[src/rtl/rv_seq_ctrl_pkg.sv]
// Shared types and constants for the RV32 instruction-sequencing controller.
// Latency: n/a (declarations only).
// Backpressure: n/a.
package rv_pkg;

    // Controller states; the encoding is exported on the 4-bit state port.
    typedef enum logic [3:0] {
        ST_IDLE  = 4'd0,
        ST_FETCH = 4'd1,
        ST_EXEC  = 4'd2,
        ST_MEM   = 4'd3,
        ST_WB    = 4'd4,
        ST_PAUSE = 4'd5,
        ST_HALT  = 4'd6,
        ST_FAULT = 4'd7
    } state_t;

    // Latched fault causes.
    localparam logic [1:0] FAULT_NONE    = 2'd0;
    localparam logic [1:0] FAULT_DECODE  = 2'd1;
    localparam logic [1:0] FAULT_ALIGN   = 2'd2;
    localparam logic [1:0] FAULT_TIMEOUT = 2'd3;

    // Load sizing codes from the decoder (funct3 of the load).
    localparam logic [2:0] LS_SB = 3'd0;
    localparam logic [2:0] LS_SH = 3'd1;
    localparam logic [2:0] LS_UB = 3'd4;
    localparam logic [2:0] LS_UH = 3'd5;

    // Custom opcode that stops the sequencer.
    localparam logic [6:0] HALT_OPCODE = 7'h7F;

endpackage

[src/rtl/rv_seq_ctrl_load_extend.sv]
// Sizes loaded data for writeback: sign/zero extension of byte and half loads.
// Latency: combinational.
// Backpressure: none.
module load_extend
    import rv_pkg::*;
#(
    parameter int XLEN = 32
) (
    input  logic [XLEN-1:0] din,
    input  logic [2:0]      size,
    output logic [XLEN-1:0] dout
);

    // Pick the extension by load size; word and unknown sizes pass through.
    always_comb begin
        dout = din;
        case (size)
            LS_SB:   dout = {{(XLEN-8){din[7]}},   din[7:0]};
            LS_SH:   dout = {{(XLEN-16){din[15]}}, din[15:0]};
            LS_UB:   dout = {{(XLEN-8){1'b0}},     din[7:0]};
            LS_UH:   dout = {{(XLEN-16){1'b0}},    din[15:0]};
            default: dout = din;
        endcase
    end

endmodule

[src/rtl/rv_seq_ctrl.sv]
// Multi-cycle RV32 sequencer: owns PC, IR, writeback sizing, retire count and fault latch.
// Latency: ALU op 4 cycles (FETCH + 1 wait, EXEC, WB); loads/stores add MEM + 1 wait.
// Backpressure: mem_req held stable until mem_ready; no mem_ready within TIMEOUT cycles faults.
module rv_seq_ctrl
    import rv_pkg::*;
#(
    parameter int XLEN     = 32,
    parameter logic [XLEN-1:0] RESET_PC = '0,
    parameter int TIMEOUT  = 15,
    parameter int CNT_W    = 32
) (
    input  logic             clk,
    input  logic             rst,
    input  logic             run,
    input  logic             step_mode,
    input  logic             step,
    output logic             mem_req,
    output logic [1:0]       mem_we,
    output logic [XLEN-1:0]  mem_addr,
    output logic [XLEN-1:0]  mem_wdata,
    input  logic [XLEN-1:0]  mem_rdata,
    input  logic             mem_ready,
    input  logic             mem_error,
    output logic [XLEN-1:0]  instr,
    input  logic             decode_error,
    input  logic             jump,
    input  logic             jal_or_jalr,
    input  logic             branch,
    input  logic             branch_taken,
    input  logic             mem_to_reg,
    input  logic             halt_op,
    input  logic [1:0]       mem_write_size,
    input  logic [2:0]       reg_load_size,
    input  logic [XLEN-1:0]  immediate,
    input  logic [XLEN-1:0]  rv1,
    input  logic [XLEN-1:0]  rv2,
    input  logic [XLEN-1:0]  alu_out,
    output logic             reg_we,
    output logic [XLEN-1:0]  reg_wdata,
    output logic [XLEN-1:0]  pc,
    output logic [3:0]       state,
    output logic [CNT_W-1:0] retired,
    output logic             fault,
    output logic [1:0]       fault_code
);

    localparam int TW = $clog2(TIMEOUT + 1);

    state_t          st;
    logic [TW-1:0]   wait_cnt;
    logic [XLEN-1:0] load_data;
    logic [XLEN-1:0] ext_data;
    logic [XLEN-1:0] pc_plus4;
    logic [XLEN-1:0] next_pc;
    logic [XLEN-1:0] wb_data;
    logic            mem_done;
    logic            mem_tmo;

    assign state = st;

    load_extend #(.XLEN(XLEN)) u_load_extend (
        .din  (load_data),
        .size (reg_load_size),
        .dout (ext_data)
    );

    // Next PC, writeback source and request completion/timeout decode.
    always_comb begin
        pc_plus4 = pc + XLEN'(4);
        if (jump && jal_or_jalr)
            next_pc = pc + immediate;
        else if (jump)
            next_pc = (rv1 + immediate) & ~XLEN'(1);
        else if (branch && branch_taken)
            next_pc = pc + immediate;
        else
            next_pc = pc_plus4;

        if (jump)
            wb_data = pc_plus4;
        else if (mem_to_reg)
            wb_data = ext_data;
        else
            wb_data = alu_out;

        // The memory is registered: a ready in the request's first cycle is ignored.
        // Ready wins over an expiring timeout in the same cycle.
        mem_done = (wait_cnt != '0) && mem_ready;
        mem_tmo  = !mem_done && (wait_cnt == TW'(TIMEOUT - 1));
    end

    // Sequencer FSM with all memory/regfile outputs registered.
    always_ff @(posedge clk) begin
        if (rst) begin
            st         <= ST_IDLE;
            pc         <= RESET_PC;
            instr      <= '0;
            mem_req    <= 1'b0;
            mem_we     <= 2'd0;
            mem_addr   <= '0;
            mem_wdata  <= '0;
            reg_we     <= 1'b0;
            reg_wdata  <= '0;
            retired    <= '0;
            fault      <= 1'b0;
            fault_code <= FAULT_NONE;
            wait_cnt   <= '0;
            load_data  <= '0;
        end else begin
            reg_we <= 1'b0;
            case (st)
                ST_IDLE: begin
                    if (run) begin
                        st       <= ST_FETCH;
                        mem_req  <= 1'b1;
                        mem_we   <= 2'd0;
                        mem_addr <= pc;
                        wait_cnt <= '0;
                    end
                end
                ST_FETCH, ST_MEM: begin
                    if (mem_done) begin
                        mem_req  <= 1'b0;
                        mem_we   <= 2'd0;
                        wait_cnt <= '0;
                        if (mem_error) begin
                            st         <= ST_FAULT;
                            fault      <= 1'b1;
                            fault_code <= FAULT_ALIGN;
                        end else if (st == ST_FETCH) begin
                            instr <= mem_rdata;
                            st    <= ST_EXEC;
                        end else begin
                            load_data <= mem_rdata;
                            st        <= ST_WB;
                        end
                    end else if (mem_tmo) begin
                        mem_req    <= 1'b0;
                        mem_we     <= 2'd0;
                        st         <= ST_FAULT;
                        fault      <= 1'b1;
                        fault_code <= FAULT_TIMEOUT;
                    end else begin
                        wait_cnt <= wait_cnt + TW'(1);
                    end
                end
                ST_EXEC: begin
                    if (halt_op) begin
                        st <= ST_HALT;
                    end else if (decode_error) begin
                        st         <= ST_FAULT;
                        fault      <= 1'b1;
                        fault_code <= FAULT_DECODE;
                    end else if (mem_to_reg || (mem_write_size != 2'd0)) begin
                        st        <= ST_MEM;
                        mem_req   <= 1'b1;
                        mem_addr  <= alu_out;
                        mem_we    <= mem_write_size;
                        mem_wdata <= rv2;
                        wait_cnt  <= '0;
                    end else begin
                        st <= ST_WB;
                    end
                end
                ST_WB: begin
                    reg_we    <= (mem_write_size == 2'd0);
                    reg_wdata <= wb_data;
                    retired   <= retired + CNT_W'(1);
                    pc        <= next_pc;
                    if (step_mode) begin
                        st <= ST_PAUSE;
                    end else begin
                        st       <= ST_FETCH;
                        mem_req  <= 1'b1;
                        mem_we   <= 2'd0;
                        mem_addr <= next_pc;
                        wait_cnt <= '0;
                    end
                end
                ST_PAUSE: begin
                    if (step || !step_mode) begin
                        st       <= ST_FETCH;
                        mem_req  <= 1'b1;
                        mem_we   <= 2'd0;
                        mem_addr <= pc;
                        wait_cnt <= '0;
                    end
                end
                ST_HALT, ST_FAULT: begin
                    st <= st;
                end
                default: begin
                    st <= ST_IDLE;
                end
            endcase
        end
    end

endmodule

[config.mk]
export PLATFORM = sky130hd
export DESIGN_NAME = rv_seq_ctrl
export DESIGN_NICKNAME = d
export VERILOG_FILES = /design/src/rtl/rv_seq_ctrl_pkg.sv /design/src/rtl/rv_seq_ctrl_load_extend.sv /design/src/rtl/rv_seq_ctrl.sv
export SDC_FILE = /design/constraint.sdc
export NUM_CORES = 1
export LEC_CHECK = 0
export CORE_MARGIN = 2
export CORE_UTILIZATION = 54
export CTS_CLUSTER_DIAMETER = 120
export DETAILED_ROUTE_END_ITERATION = 12
export PLACE_DENSITY_LB_ADDON = 0.12
export SLEW_MARGIN = 20
export SYNTH_ARGS = -nofsm -noshare
export SYNTH_HDL_FRONTEND = slang
export SYNTH_HIERARCHICAL = 1
export SYNTH_SLANG_ARGS = --single-unit
[constraint.sdc]
create_clock -name clk -period 9.2 [get_ports clk]
set_clock_uncertainty 0.1 [all_clocks]
set_input_delay 2.3 -clock clk [delete_from_list [all_inputs] [get_ports clk]]
set_output_delay 2.3 -clock clk [all_outputs]
set_load 0.02 [all_outputs]
==> results of run 1 <==
==> power groups by stage <==
| stage | clock (uW) | sequential [uW] | combinational (uW) |
|---|---|---|---|
| finish | 951 | 1270 | 1540 |
| global placement | 0 | 1280 | 1470 |
| CTS | 958 | 1270 | 1520 |
| floorplan | 0 | 1360 | 841 |
| global route | 995 | 1280 | 1670 |
| detailed placement | 0 | 1290 | 1500 |
==> routing by layer <==
layer / wire [um] / vias up / track usage [%]
met4: 1750 / 0 / 11.3
met1: 22300 / 7493 / 49.3
met5: 0 / - / 0
met3: 5850 / 105 / 8.79
met2: 23200 / 833 / 55.6
li1: - / 7568 / -
==> kinds of logic after synthesis <==
logic type | count (synthesis)
AND/OR/NAND/NOR | 776
AO/OA/AOI/OAI | 606
flip-flops | 238
buffers and inverters | 150
XOR/XNOR | 102
adder cells (fa/ha/maj) | 68
multiplexers | 15
other | 1
==> worst paths after layout <==
| kind | endpoint | cells after the start |
|---|---|---|
| max reg2reg | mem_addr[26]$_SDFFE_PP0P_ | 10 |
| max | mem_addr[28]$_SDFFE_PP0P_ | 12 |
| min | mem_wdata[15]$_SDFFE_PP0P_ | 2 |
| min reg2reg | mem_wdata[15]$_SDFFE_PP0P_ | 2 |
==> cell usage in the layout, fill, tap and decap left out, drive strengths merged, types with 17 or more instances in the layout <==
master           n
nand3           36
xor2            54
nor3            28
clkdlybuf4s50  377
nand4           31
dfxtp          238
a211oi          60
ha              66
clkbuf          33
nor2b           33
a21oi          249
xnor2           48
buf             17
a311oi          34
nor2           165
o21ai          128
nand2          393
==> flip-flops by register name, summed over array words and instances, names as in the netlist, 2 cells and up <==
| signal | count |
|---|---|
| mem_addr | 32 |
| state | 3 |
| load_data | 32 |
| instr | 32 |
| reg_wdata | 32 |
| wait_cnt | 4 |
| retired | 32 |
| mem_we | 2 |
| mem_wdata | 32 |
| pc | 32 |
| fault_code | 2 |
==> area by class of cell <==
class	instances	area, um^2
multi-input cells	1568	9230
well taps	341	427
inverters	12	45.0
repair buffers	394	3900
flip-flops and latches	238	4760
diodes	3	7.51
clock inverters	8	46.3
clock buffers	33	706
fillers	2153	7590
==> tightest hold or removal path: cells and delay by family (launching register included) <==
kind | cells | cell delay, ps
and+or+nand+nor | 1 | 50
DFF | 1 | 310
AOI/OAI and AO/OA | 1 | 50
==> Yosys cell counts, types with 27 or more instances <==
cell type	n
dfxtp_1	238
nor3_1	27
ha_1	66
xnor2_1	48
nor2_1	165
nand3_1	36
nor2b_1	33
a21oi_1	248
o21ai_0	117
xor2_1	54
a211oi_1	60
clkbuf_1	103
nand4_1	30
a311oi_1	33
nand2_1	393
==> stage by stage <==
step / instance area [um^2] / setup WS, ps / std cells
after floorplan: 14600 / 4350 / 1956
after global placement: 18400 / 3500 / 2553
after detailed placement: 18400 / 3430 / 2553
after CTS: 19100 / 3980 / 2594
after global routing: 19100 / 3750 / 2597
final: 19100 / 3930 / 2597
==> run metrics, run 1 <==
run status=finished clean; maximum number of pins on one net before global-route repair=131; most common flop cell mapped by yosys=dfxtp_1; residual antenna-violating net count after detailed routing=0; maximum buffer depth of the clock tree=3; critical path required time=9540 ps; delay-heaviest family, CP=compound AO/OA/AOI/OAI gates; post-CTS clock slew at the launch and capture registers of the worst setup and hold paths=60 ps; TritonCTS buffer count=25; synthesized netlist cell count=1956; shortest clock period the worst path allows after layout=5270 ps; overall routed net length=53.1 mm; Slew @ Worst Pin=1070 ps; vias after detailed routing=15999; cts repair resizes=0; number of sinks on the clock net=238; input/output buffers=380; number of enable-type register cells in the synthesized netlist=0; Pre-Repair DR Iteration Count=6; width of the chip=168 um; Yosys Warn Count=6; count of final max-slew check failures=0; via/cell ratio=6.16; slowest stage cell on the critical path=clkdlybuf4s50_1; largest family of logic cells by synthesized area=compound AO/OA/AOI/OAI gates; post-synthesis mux area share=1.07%; total design power=3770 uW; number of hold buffers added after CTS=0; Max-slew headroom=28.8%; sequential share of the synthesized area=32.6%; Setup TNS=0 ps; Psw=1490 uW; RSZ-0062 raised after global routing=no; IO Pins=382; first-iteration detailed-routing DRC count=1862; source of the worst register-to-register timing path=pc[16]$_SDFFE_PP0P_; mean routed wirelength per cell=20.5 um; element type at the critical path end=register; area share of xor/xnor cells in the synthesized design=6.12%; Rows=60; final hold violation count=0; number of maximum-capacitance violations=0; Core Area=26700 um^2; Yosys reg bits=238; cells along the critical path=clkdlybuf4s50_1 -> and2_1 -> fa_1 -> a21o_1 -> a221oi_1 -> o211a_1 -> nor2_1 -> a21oi_1 -> mux2i_1 -> o21ai_1 -> a41o_1 -> a311oi_2; per-instance average area after synthesis=7.46 um^2; top cells by area in the synthesized netlist=dfxtp_1, nand2_1, a21oi_1, ha_1, nor2_1; clock latency of the later-clocked register in the worst-skew pair=530 ps; Total GRT Usage=35.9%; basic-gate share of the synthesized area counting and, or, nand and nor cells=23.7%; CP max stage delay=460 ps; first-pass GRT wire length=82.0 mm; most area-hungry cell type in the Yosys netlist=dfxtp_1; worst hold slack=353 ps; power density over cell area=197 nW/um^2; worst path buffer plus inverter count=1; minimum setup slack among reg-to-reg paths=5730 ps; Syn-to-layout area delta=31.1%; final clock period utilization by the worst path=57.2%; Sw Share=39.6%; full die area=28400 um^2; combined area of all synthesized cells=14600 um^2; CTS tree=built; post-synth cell types=90; top cell type's share of synthesized area=32.6%; Compound-Gate Fraction of Synth Area=26.2%; share of total power in the clock network=25.2%; adder and majority cell fraction of the synthesized area=5.93%; start point of the critical path=immediate[0]; leak pwr=0.00684 uW; remaining design rule violation count=0; die height=168 um; HP Class=register to register; highest fanout seen on the critical path=5; Synth async-reset ratio=0%; number of antenna violations at the first check in global routing=3; worst vdd rail ir drop=0.193 mV; Net Count, Synth=2203; final core utilization=71.6%; cell at the root of the clock tree=clkbuf_16; via count of the first global-routing pass=15035; HPWL after detailed placement=40.1 mm; kind of launch point of the worst setup path=primary input; final setup vio count=0; layout cells sized above 1=3.86%; Comb power frac=41.0%; total overflow reported by the global router=0; FMAX=190 MHz; Cell Int Power=2270 uW; type of the worst setup path=primary input to register; Data arrival, critical path=5610 ps; number of setup buffers added after CTS=0; sequential cell fraction of total power=33.8%; effective utilization at floorplan=54.6%; global placer's final weighted congestion=0.926; Worst Min Path Start=mem_wdata[15]$_SDFFE_PP0P_; number of H-tree levels=1; # nets final=2486
(Power assumes the default switching activity.)
==> inputs of run 2 (changes only) <==
CORE_UTILIZATION = 50   (was 54)
clock period = 5.2 ns   (was 9.2 ns; I/O delays follow)
==> run 2 against run 1 <==
  * Register-to-register slack worse by 4000 ps
  * Clock power rose by 100%
  * Critical path type unchanged
  * Routed wire length increased by 0.31%
  * Design area increased by 1.2%
  * Via count decreased by 1.6%
  * Total power increased by 83%
==> run metrics, run 2 (synthesis gave the netlist of run 1 again) <==
TritonCTS buffer count=26 (+4.0%); HPWL after detailed placement=40.7 mm (+1.6%); layout cells sized above 1=4.11% (+0.25 points); global routing met2 resource utilization=50.6% (-5.0 points); mean routed wirelength per cell=20.1 um (-1.6%); number of antenna violations at the first check in global routing=2 (-1); run status=finished clean; final clock period utilization by the worst path=81.1%; worst hold path cell count=2 (unchanged); full die area=30600 um^2 (+7.8%); commonest non-fill, non-tap cell in the layout=nand2_1; kind of launch point of the worst setup path=primary input; RSZ-0062 raised after global routing=no; die height=175 um (+3.8%); minimum setup slack among reg-to-reg paths=1720 ps (-4010 ps); maximum number of pins on one net before global-route repair=101 (-23%); count of final max-slew check failures=0 (unchanged); # nets final=2494 (+0.32%); FMAX=237 MHz; Data arrival, critical path=4560 ps (-1050 ps); most frequent cells in the layout=nand2_1, clkdlybuf4s50_1, a21oi_1; first-pass GRT wire length=81.6 mm (-0.46%); number of sinks on the clock net=238 (unchanged); Reg-to-Reg End=mem_addr[30]$_SDFFE_PP0P_; CTS tree=built; residual antenna-violating net count after detailed routing=0 (unchanged); cell at the root of the clock tree=clkbuf_16; number of hold buffers added after CTS=0 (unchanged); via count of the first global-routing pass=14460 (-3.8%); Total GRT Usage=33.4% (-2.5 points); shortest clock period the worst path allows after layout=4220 ps; input/output buffers=380 (unchanged); first-iteration detailed-routing DRC count=1707 (-8.3%); Global Route met1 Usage=47.3% (-2.0 points); worst hold endpoint=load_data[11]$_SDFFE_PP0P_; start point of the critical path=immediate[0]; type of the worst setup path=primary input to register; source of the worst register-to-register timing path=pc[16]$_SDFFE_PP0P_; final core utilization=67.5% (-4.1 points); element type at the critical path end=register; via/cell ratio=5.95 (-3.4%); number of setup buffers added after CTS=0 (unchanged); Worst Min Path Start=load_data[11]$_SDFFE_PP0P_; power density over cell area=356 nW/um^2 (+81%); final setup vio count=0 (unchanged); clock latency of the later-clocked register in the worst-skew pair=550 ps (+20 ps); Pre-Repair DR Iteration Count=5 (-1); met3 routing resource usage after global routing=7.66% (-1.1 points); total overflow reported by the global router=0 (unchanged); number of H-tree levels=1 (unchanged); effective utilization at floorplan=50.8% (-3.8 points); critical path required time=5540 ps (-4000 ps); Slew @ Worst Pin=1040 ps (-24.4 ps); post-CTS clock slew at the launch and capture registers of the worst setup and hold paths=60 ps (about the same); Core Area=28700 um^2 (+7.4%); vias after detailed routing=15751 (-1.6%); Syn-to-layout area delta=32.7%; Max-slew headroom=30.2% (+1.5 points); worst vdd rail ir drop=0.311 mV (+61%); number of maximum-capacitance violations=0 (unchanged); leak pwr=0.00693 uW (+1.2%); maximum buffer depth of the clock tree=3 (unchanged); remaining design rule violation count=0 (unchanged); final hold violation count=0 (unchanged); width of the chip=175 um (+3.8%); IO Pins=382 (unchanged); worst-case reg-to-reg path depth=10 (unchanged); busiest metal layer after global routing=met2; cts repair resizes=0 (unchanged); highest fanout seen on the critical path=5 (unchanged); HP Class=register to register; Setup TNS=0 ps (unchanged); global placer's final weighted congestion=0.979 (+5.8%); overall routed net length=53.3 mm (+0.31%); Rows=62 (+3.3%)
-- run 2: critical path: stages --
cell,delay (ps)
clkdlybuf4s50_1,460
and2_1,190
fa_1,400
a21o_1,190
a221oi_1,430
o211a_1,330
o2111ai_1,200
nand3_1,220
mux2i_1,250
a32o_1,140
o21ai_0,140
a311oi_1,300
-- run 2: metal layers --
metal	vias to the layer above	wire, um
met2	712	22900
li1	7593	-
met3	95	5400
met5	-	0
met4	0	1520
met1	7351	23400
-- run 2: cell type report --
| class | instances | area, um^2 |
|---|---|---|
| fill | 2466 | 9340 |
| multi-input combinational | 1568 | 9230 |
| sequential | 238 | 4760 |
| timing repair buffer | 401 | 3970 |
| clock buffer | 34 | 721 |
| tap | 384 | 480 |
| clock inverter | 9 | 154 |
| inverter | 12 | 45.0 |
| antenna | 2 | 5.00 |
-- run 2: worst max path at each step --
stage                                           end  slack (ps)  cells after the start
after detailed placement  mem_addr[30]$_SDFFE_PP0P_         470                     11
after CTS                 mem_addr[30]$_SDFFE_PP0P_         990                     11
after global routing      mem_addr[24]$_SDFFE_PP0P_         740                     11
final                     mem_addr[30]$_SDFFE_PP0P_         980                     12
after global placement    mem_addr[25]$_SDFFE_PP0P_         490                     11
after floorplan           mem_addr[16]$_SDFFE_PP0P_        1350                     11
-- run 2: metrics by stage --
| stage | std cells | worst slack (ps) | hold slack, ps | cell area, um^2 | total power, uW |
|---|---|---|---|---|---|
| after floorplan | 1956 | 1350 | 333 | 14600 | 3900 |
| after global placement | 2603 | 488 | 339 | 18500 | 4910 |
| after detailed placement | 2603 | 469 | 345 | 18500 | 4950 |
| after CTS | 2646 | 994 | 353 | 19400 | 6850 |
| after global routing | 2648 | 737 | 374 | 19400 | 7210 |
| final | 2648 | 981 | 350 | 19400 | 6890 |
-- run 2: power by group --
group          total, uW  switching (uW)  internal (uW)  leakage, uW
logic               2730            1670           1070      0.00458
clock network       1900             777           1130     0.000426
registers           2250             231           2020      0.00193
total               6890            2680           4210      0.00693
==> inputs of run 3 (changes only) <==
clock period = 4.28 ns   (was 5.2 ns; I/O delays follow)
==> run 3 against run 2 <==
  * Flip-flop and latch count unchanged
  * Cell count increased by 3.2%
  * Critical endpoint unchanged
  * Sequential power increased by 21%
  * Critical path type unchanged
  * Non-clock buffer count increased by 80
  * Largest cell class unchanged
  * Die area unchanged
  * Worst setup slack got worse by 630 ps
  * Register-to-register slack got worse by 1000 ps
  * First-iteration DRC count decreased by 3.2%
  * Via count increased by 2.5%
==> run metrics, run 3 (synthesis gave the netlist of run 1 again) <==
shortest clock period the worst path allows after layout=3930 ps; minimum setup slack in the final design=348 ps (-633 ps); HPWL after detailed placement=41.9 mm (+2.8%); first-iteration detailed-routing DRC count=1652 (-3.2%); register area=4760 um^2 (unchanged); critical path required time=4630 ps (-910 ps); number of hold buffers added after CTS=0 (unchanged); number of H-tree levels=1 (unchanged); residual antenna-violating net count after detailed routing=0 (unchanged); cts repair resizes=0 (unchanged); most frequent cells in the layout=nand2_1, clkdlybuf4s50_1, a21oi_1; Pre-Repair DR Iteration Count=8 (+3); vias after detailed routing=16146 (+2.5%); width of the chip=175 um (unchanged); final setup vio count=0 (unchanged); cell at the root of the clock tree=clkbuf_16; Slew @ Worst Pin=874 ps (-170 ps); effective utilization at floorplan=50.8% (unchanged); TritonCTS buffer count=26 (unchanged); element type at the critical path end=register; worst vdd rail ir drop=0.316 mV (+1.5%); Data arrival, critical path=4280 ps (-280 ps); footprint of the multi-input gates=9230 um^2 (about the same); total design power=8460 uW (+23%); leak pwr=0.00732 uW (+5.7%); number of antenna violations at the first check in global routing=2 (unchanged); Setup TNS=0 ps (unchanged); final clock period utilization by the worst path=91.9%; IO Pins=382 (unchanged); Rows=62 (unchanged); number of sinks on the clock net=238 (unchanged); HP Class=register to register; type of the worst setup path=primary input to register; run status=finished clean; number of setup buffers added after CTS=0 (unchanged); commonest non-fill, non-tap cell in the layout=nand2_1; first-pass GRT wire length=84.3 mm (+3.3%); Total GRT Usage=34.4% (+1.0 points); die height=175 um (unchanged); mean routed wirelength per cell=19.9 um (-0.93%); maximum buffer depth of the clock tree=3 (unchanged); full die area=30600 um^2 (unchanged); CTS tree=built; power density over cell area=424 nW/um^2 (+19%); via/cell ratio=5.91 (-0.68%); input/output buffers=380 (unchanged); highest fanout seen on the critical path=4 (-1); overall routed net length=54.5 mm (+2.2%); number of maximum-capacitance violations=0 (unchanged); post-CTS clock slew at the launch and capture registers of the worst setup and hold paths=60 ps (about the same); # nets final=2574 (+3.2%); count of final max-slew check failures=0 (unchanged); layout cells sized above 1=7.46% (+3.3 points); final hold violation count=0 (unchanged); kind of launch point of the worst setup path=primary input; clock latency of the later-clocked register in the worst-skew pair=540 ps (about the same); FMAX=254 MHz; pre-CTS setup slack=-206 ps (-675 ps); Max-slew headroom=41.7% (+11 points); via count of the first global-routing pass=15022 (+3.9%); Core Area=28700 um^2 (unchanged); final-layout fill cell count=2350 (-4.7%); total overflow reported by the global router=0 (unchanged); maximum number of pins on one net before global-route repair=93 (-7.9%); Syn-to-layout area delta=36.8%; global placer's final weighted congestion=0.940 (-4.0%); remaining design rule violation count=0 (unchanged); RSZ-0062 raised after global routing=no
[run 3: final timing paths]
| path | depth (start not counted) | endpoint | startpoint | slack [ps] |
|---|---|---|---|---|
| max | 12 | mem_addr[30]$_SDFFE_PP0P_ | immediate[0] | 350 |
| min | 2 | mem_wdata[26]$_SDFFE_PP0P_ | mem_wdata[26]$_SDFFE_PP0P_ | 350 |
| max reg2reg | 11 | mem_addr[31]$_SDFFE_PP0P_ | pc[2]$_SDFFE_PP0P_ | 710 |
| min reg2reg | 2 | mem_wdata[26]$_SDFFE_PP0P_ | mem_wdata[26]$_SDFFE_PP0P_ | 350 |
[run 3: stage by stage]
stage	utilization [%]	std cells	instance area, um^2	hold slack (ps)
6_report	69.6	2733	20000	352
5_1_grt	69.6	2733	20000	375
4_1_cts	69.6	2731	20000	353
3_5_place_dp	66.5	2683	19100	345
3_3_place_gp	66.5	2683	19100	340
2_1_floorplan	-	1956	14600	333
[run 3: power breakdown]
group / internal [uW] / total (uW) / switching (uW)
logic: 1400 / 3470 / 2070
registers: 2460 / 2730 / 270
clock network: 1360 / 2270 / 909
[run 3: cell type report]
class                      instances  share of cell area (%)
timing repair buffer             481                    22.9
clock inverter                    10                   0.514
antenna                            2                  0.0251
tap                              384                    2.41
inverter                          12                   0.226
multi-input combinational       1568                    46.2
clock buffer                      38                    3.84
sequential                       238                    23.9
[run 3: metal layers]
layer | up-vias | GRT usage, % | share of wire, %
met5 | - | 0 | 0
met4 | 0 | 11.6 | 3.6
met3 | 113 | 7.94 | 10
met2 | 806 | 52.5 | 43
met1 | 7485 | 47.7 | 43
li1 | 7742 | - | -
[run 3: critical path: stages]
cell and delay (ps):
clkdlybuf4s50_1 480, and2_1 210, fa_1 410, a21o_1 190
a221oi_1 360, o211a_1 300, o2111ai_1 190, nand3_1 200
mux2i_1 290, a32o_1 150, o21ai_0 110, a311oi_1 310
